===== config.mk =====
export PLATFORM = sky130hd
export DESIGN_NAME = mna_flit_scheduler
export DESIGN_NICKNAME = d
export VERILOG_FILES = /design/src/rtl/mna_noc_pkg.sv /design/src/rtl/mna_flit_scheduler_rr_arbiter.sv /design/src/rtl/mna_flit_scheduler.sv
export SDC_FILE = /design/constraint.sdc
export NUM_CORES = 1
export LEC_CHECK = 0
export ABC_AREA = 0
export ABC_CLOCK_PERIOD_IN_PS = 3000
export BUFFER_PORTS_ARGS = -buffer_cell sky130_fd_sc_hd__buf_2
export CORE_UTILIZATION = 42
export DETAILED_ROUTE_END_ITERATION = 7
export PLACE_DENSITY = 0.82
export SETUP_SLACK_MARGIN = 0.02
export SLEW_MARGIN = 40
export SYNTH_ARGS = -nofsm -noshare
export SYNTH_HDL_FRONTEND = slang
export SYNTH_HIERARCHICAL = 1
export SYNTH_SLANG_ARGS = --single-unit
export TNS_END_PERCENT = 50

===== constraint.sdc =====
create_clock -name clock -period 3 [get_ports clock]
set_clock_uncertainty 0.2 [all_clocks]
set_input_delay 0.45 -clock clock [delete_from_list [all_inputs] [get_ports clock]]
set_output_delay 0.45 -clock clock [all_outputs]
set_load 0.03 [all_outputs]

===== src/rtl/mna_noc_pkg.sv =====
// Shared NoC flit definitions for the MNA injection path: field layout,
// flit type codes, scheduler states and small field helpers.
package mna_noc_pkg;

  localparam int FLIT_W  = 37;
  localparam int N_VC    = 8;
  localparam int VC_W    = 3;
  localparam int TYPE_HI = 36;
  localparam int TYPE_LO = 35;
  localparam int VC_HI   = 34;
  localparam int VC_LO   = 32;
  localparam int PAY_W   = 32;

  localparam logic [1:0] FT_HEAD   = 2'b10;
  localparam logic [1:0] FT_BODY   = 2'b00;
  localparam logic [1:0] FT_TAIL   = 2'b01;
  localparam logic [1:0] FT_SINGLE = 2'b11;

  localparam logic [FLIT_W-1:0] VC_FIELD_MASK = {{(FLIT_W-VC_HI-1){1'b0}}, {VC_W{1'b1}}, {PAY_W{1'b0}}};

  typedef enum logic {
    ST_IDLE = 1'b0,
    ST_SEND = 1'b1
  } sched_state_t;

  // Header and single-flit types both open a packet; both have the type MSB set.
  function automatic logic opens_packet(input logic [FLIT_W-1:0] flit);
    return flit[TYPE_HI];
  endfunction

  // Tail and single-flit types both close a packet; both have the type LSB set.
  function automatic logic closes_packet(input logic [FLIT_W-1:0] flit);
    return flit[TYPE_LO];
  endfunction

  function automatic logic [FLIT_W-1:0] stamp_vc(input logic [FLIT_W-1:0] flit,
                                                 input logic [VC_W-1:0]   vc);
    return (flit & ~VC_FIELD_MASK) | (FLIT_W'(vc) << VC_LO);
  endfunction

  function automatic logic [VC_W-1:0] lowest_vc(input logic [N_VC-1:0] vcs);
    logic [VC_W-1:0] r;
    r = '0;
    for (int i = N_VC - 1; i >= 0; i--) begin
      r = vcs[i] ? VC_W'(i) : r;
    end
    return r;
  endfunction

endpackage


===== src/rtl/mna_flit_scheduler_rr_arbiter.sv =====
// Combinational round-robin pick: first request at or after ptr, wrapping.
module rr_arbiter #(
  parameter int N     = 2,
  parameter int PTR_W = (N > 1) ? $clog2(N) : 1
) (
  input  logic [N-1:0]     req,
  input  logic [PTR_W-1:0] ptr,
  output logic [N-1:0]     gnt
);

  logic [N-1:0] mask_s;
  logic [N-1:0] masked_s;

  // Requests at or above the pointer win; otherwise wrap to the lowest request.
  always_comb begin
    mask_s = '0;
    for (int i = 0; i < N; i++) begin
      mask_s[i] = (i >= int'(ptr));
    end
    masked_s = req & mask_s;
    if (|masked_s) begin
      gnt = masked_s & (~masked_s + N'(1));
    end else begin
      gnt = req & (~req + N'(1));
    end
  end

endmodule


===== src/rtl/mna_flit_scheduler.sv =====
// Wormhole packet scheduler: round-robin over requesters, one downstream VC
// per packet, VC id stamped into every flit, per-VC on/off stall.
module mna_flit_scheduler
  import mna_noc_pkg::*;
#(
  parameter int N_REQ = 2
) (
  input  logic                    clock,
  input  logic                    reset,
  input  logic [N_REQ-1:0]        req_valid,
  input  logic [N_REQ*FLIT_W-1:0] req_flit,
  output logic [N_REQ-1:0]        req_ready,
  input  logic [N_VC-1:0]         is_on_off,
  input  logic [N_VC-1:0]         is_allocatable,
  output logic [FLIT_W-1:0]       noc_data,
  output logic                    is_valid,
  output logic [N_REQ-1:0]        grant,
  output logic [VC_W-1:0]         cur_vc,
  output logic                    busy
);

  localparam int PTR_W = (N_REQ > 1) ? $clog2(N_REQ) : 1;

  sched_state_t      state_r;
  logic [PTR_W-1:0]  rr_ptr_r;
  logic [PTR_W-1:0]  grant_idx_r;
  logic [FLIT_W-1:0] flits_s [N_REQ];
  logic [N_REQ-1:0]  cand_s;
  logic [N_REQ-1:0]  pick_s;
  logic [PTR_W-1:0]  pick_idx_s;
  logic [N_VC-1:0]   free_vc_s;
  logic [FLIT_W-1:0] sel_flit_s;
  logic              xfer_s;

  // Unpack requester flits and find packet-opening candidates.
  always_comb begin
    cand_s     = '0;
    pick_idx_s = '0;
    for (int i = 0; i < N_REQ; i++) begin
      flits_s[i] = req_flit[i*FLIT_W +: FLIT_W];
      cand_s[i]  = req_valid[i] & opens_packet(flits_s[i]);
      pick_idx_s = pick_idx_s | (pick_s[i] ? PTR_W'(i) : '0);
    end
  end

  assign free_vc_s  = is_allocatable & is_on_off;
  assign sel_flit_s = flits_s[grant_idx_r];
  assign req_ready  = (state_r == ST_SEND) ? (grant & req_valid & {N_REQ{is_on_off[cur_vc]}})
                                           : '0;
  assign xfer_s     = |req_ready;

  rr_arbiter #(.N(N_REQ), .PTR_W(PTR_W)) u_arb (
    .req (cand_s),
    .ptr (rr_ptr_r),
    .gnt (pick_s)
  );

  // Packet FSM with registered link outputs.
  always_ff @(posedge clock or posedge reset) begin
    if (reset) begin
      state_r     <= ST_IDLE;
      rr_ptr_r    <= '0;
      grant_idx_r <= '0;
      grant       <= '0;
      cur_vc      <= '0;
      busy        <= 1'b0;
      noc_data    <= '0;
      is_valid    <= 1'b0;
    end else begin
      case (state_r)
        ST_IDLE: begin
          is_valid <= 1'b0;
          if ((|cand_s) && (|free_vc_s)) begin
            state_r     <= ST_SEND;
            grant       <= pick_s;
            grant_idx_r <= pick_idx_s;
            cur_vc      <= lowest_vc(free_vc_s);
            busy        <= 1'b1;
          end
        end
        ST_SEND: begin
          is_valid <= xfer_s;
          if (xfer_s) begin
            noc_data <= stamp_vc(sel_flit_s, cur_vc);
            if (closes_packet(sel_flit_s)) begin
              state_r  <= ST_IDLE;
              grant    <= '0;
              busy     <= 1'b0;
              rr_ptr_r <= (grant_idx_r == PTR_W'(N_REQ - 1)) ? '0 : grant_idx_r + PTR_W'(1);
            end
          end
        end
        default: begin
          state_r  <= ST_IDLE;
          grant    <= '0;
          busy     <= 1'b0;
          is_valid <= 1'b0;
        end
      endcase
    end
  end

endmodule


==> flow_summary.ini <==
[status]
status = finished, violations left
violations = hold timing

[clock_tree]
clockBufferDepth = 2
cts-htree-levels = 2
clock-sinks = 47
clkTransAtPathRegs_ps = 80
cts_root_buf = clkbuf_8
cts_buffers = 5
cts-resized-gates = 0
cts_setup_buffers = 0
postCtsHoldBufs = 0
cts_tree = built
clk_latency_ps = 280

[sta]
finalSetupViolations = 0
fin_hold_ws_ps = -14.38
finalMaxSlewViolations = 0
max_slew_margin = 0.5508
period_minus_slack_ps = 2422
fmax_ghz = 0.4128
rsz0062_at_grt = false
min_period_over_period = 0.8074
tns_ps = 0
tightest_slew_ps = 666.8
hold_violations = 24

[grt]
antenna_found_initial = 0
grt_pass1_vias = 2281
grt_max_degree = 40
overflow = 0
grt_pass1_wl_mm = 10.19
track_usage = 0.2123

[worst_setup_path]
criticalPathCategory = flip-flop to output pin
max_stage_delay_ps = 470
endpoint = req_ready[0]
start_kind = flip-flop
worst_r2r_path_depth = 4
end_kind = output pin
crit_path_max_fanout = 7
crit_cells = 5
cp_top_family = flip-flops
cp.required_ps = 2350
crit_buf_inv = 1
r2r_setup_slack_ps = 660
crit_chain = mux2_2, o221ai_2, nand2b_1, nor2_1, buf_2
crit_arrival_ps = 1770
reg2reg_to = noc_data[34]
r2r_start = cur_vc[1]
crit_start = cur_vc[0]
worst_path_max_delay_cell = dfrtp_1

[power_and_ir_drop]
pwr-share-clk = 0.121
power_density_nw_per_um2 = 1020
p_sw_uw = 1560
leakagePower_uw = 0.001638
p_seq_frac = 0.345
switching_share = 0.4744
p_int_uw = 1729
combPwrFrac = 0.534
max-vdd-ir-drop_mv = 0.6243

[placement]
dpl.hpwl_mm = 4.671
io_buffers = 133
globalplace.congestion = 0.8828
placed_cells = 430
dpl-instance-area_um2 = 3124

[cells_and_area]
fin_nets = 459
fillers = 490
syn_to_final_growth_pct = 34.50
diodes = 0
fin_cells = 438
final_cell_mix = buf_2 (133), o21ai_0 (62), dfrtp_1 (46), mux2i_1 (35), nand2_1 (13)
fin_area_um2 = 3224
drive_gt1_frac = 0.4344
mostFrequentLayoutCell = buf_2

[routing]
vias = 2298
wl_per_cell_um = 14.00
vias_per_cell = 5.247
dr.pass1.iters = 4
drc = 0
drt-initial-drc-count = 79
drtAntennaViolNets = 0
wl_mm = 6.134

[floorplan]
initial_core_util = 0.4354
coreArea_um2 = 5507
die-area_um2 = 6014
pin_count = 140
die_w_um = 77.55
die_h_um = 77.55
rows = 27

[logic_synthesis]
synth_top_family_by_area = compound AO/OA/AOI/OAI gates
synth-xor-area-share = 0
synth-simple-area-share = 0.04749
netlist.area_leader.share = 0.4906
synth_fa_ha_area_frac = 0
synth_fp_nets = 328
synthDistinctLibCells = 30
ys_warn_count = 6
ys_ff_latch = 47
syn_area_um2 = 2397
synth_compound_area_frac = 0.2453
synthesis.instances = 234
yosysSeqAreaShare = 0.4906
synthMuxAreaShare = 0.1743
synth_top_area_cell = dfrtp_1
synth_area_leaders = dfrtp_1 (49%), mux2i_1 (15%), o21ai_0 (13%)
syn_avg_cell_area_um2 = 10.24

[hold_path]
hold_class = input port to asynchronous set/reset pin

[flow_run]
drv_cap = 0
[cell type report]
| cell class | instances | area, µm² | share of cell area |
|---|---|---|---|
| tap | 72 | 90.09 | 0.02794 |
| inverter | 9 | 33.78 | 0.01048 |
| clock buffer | 8 | 100.1 | 0.03104 |
| multi-input combinational | 164 | 1120 | 0.3473 |
| timing repair buffer | 138 | 703.2 | 0.2181 |
| sequential | 47 | 1177 | 0.3652 |
[kinds of logic after synthesis]
| group | Yosys count |
|---|---|
| AO/OA/AOI/OAI | 100 |
| flip-flops | 47 |
| multiplexers | 40 |
| AND/OR/NAND/NOR | 24 |
| buffers and inverters | 23 |
[per-layer routing]
metal  track usage  share of wire  vias up
met2        0.3929           0.52       91
met3       0.03765          0.047        6
met5             0              0        -
li1              -              -     1114
met4       0.05094          0.010        0
met1        0.2529           0.43     1087
[Yosys cell counts (all sizes together)]
master / instances
o21ai: 72
a22oi: 6
a21o: 2
nand2: 13
o22ai: 2
and4: 1
nor3: 1
mux2i: 35
o31ai: 1
inv: 9
nor2b: 1
clkbuf: 12
nor2: 3
a21boi: 3
a222oi: 1
a221o: 1
nand2b: 4
a211oi: 1
a21oi: 7
a211o: 1
or2: 1
a32o: 2
o221ai: 1
mux2: 5
dfrtp: 47
buf: 2
[state kept, by name, summed over array words and instances (netlist names)]
| signal | flops |
|---|---|
| cur_vc | 3 |
| grant | 2 |
| is_valid | 1 |
| busy | 1 |
| state_r | 1 |
| grant_idx_r | 1 |
| rr_ptr_r | 1 |
| noc_data | 37 |
[how the worst min path moves through the flow]
stage	endpoint	slack [ps]	cells past startpoint
floorplan	rr_ptr_r	290	1
global placement	noc_data[35]	260	1
detailed placement	noc_data[35]	270	1
CTS	noc_data[13]	0.7	2
global route	grant[0]	20	2
finish	noc_data[13]	-10	2
[power groups by stage]
stage	combinational, µW	clock, µW	sequential (µW)
floorplan	774	0	1600
global placement	1740	0	1130
detailed placement	1770	0	1150
CTS	1780	412	1140
global route	1900	441	1180
finish	1760	399	1130
[metrics by stage]
step	hold slack [ps]	util	setup WS [ps]	total power, µW
floorplan	292.6	-	794.3	2370
global placement	264.8	0.5674	727.7	2864
detailed placement	271.1	0.5674	704.5	2921
CTS	0.7361	0.5855	563.6	3324
global route	24.22	0.5855	456.4	3524
finish	-14.38	0.5855	577.8	3289
(Power assumes the default switching activity.)
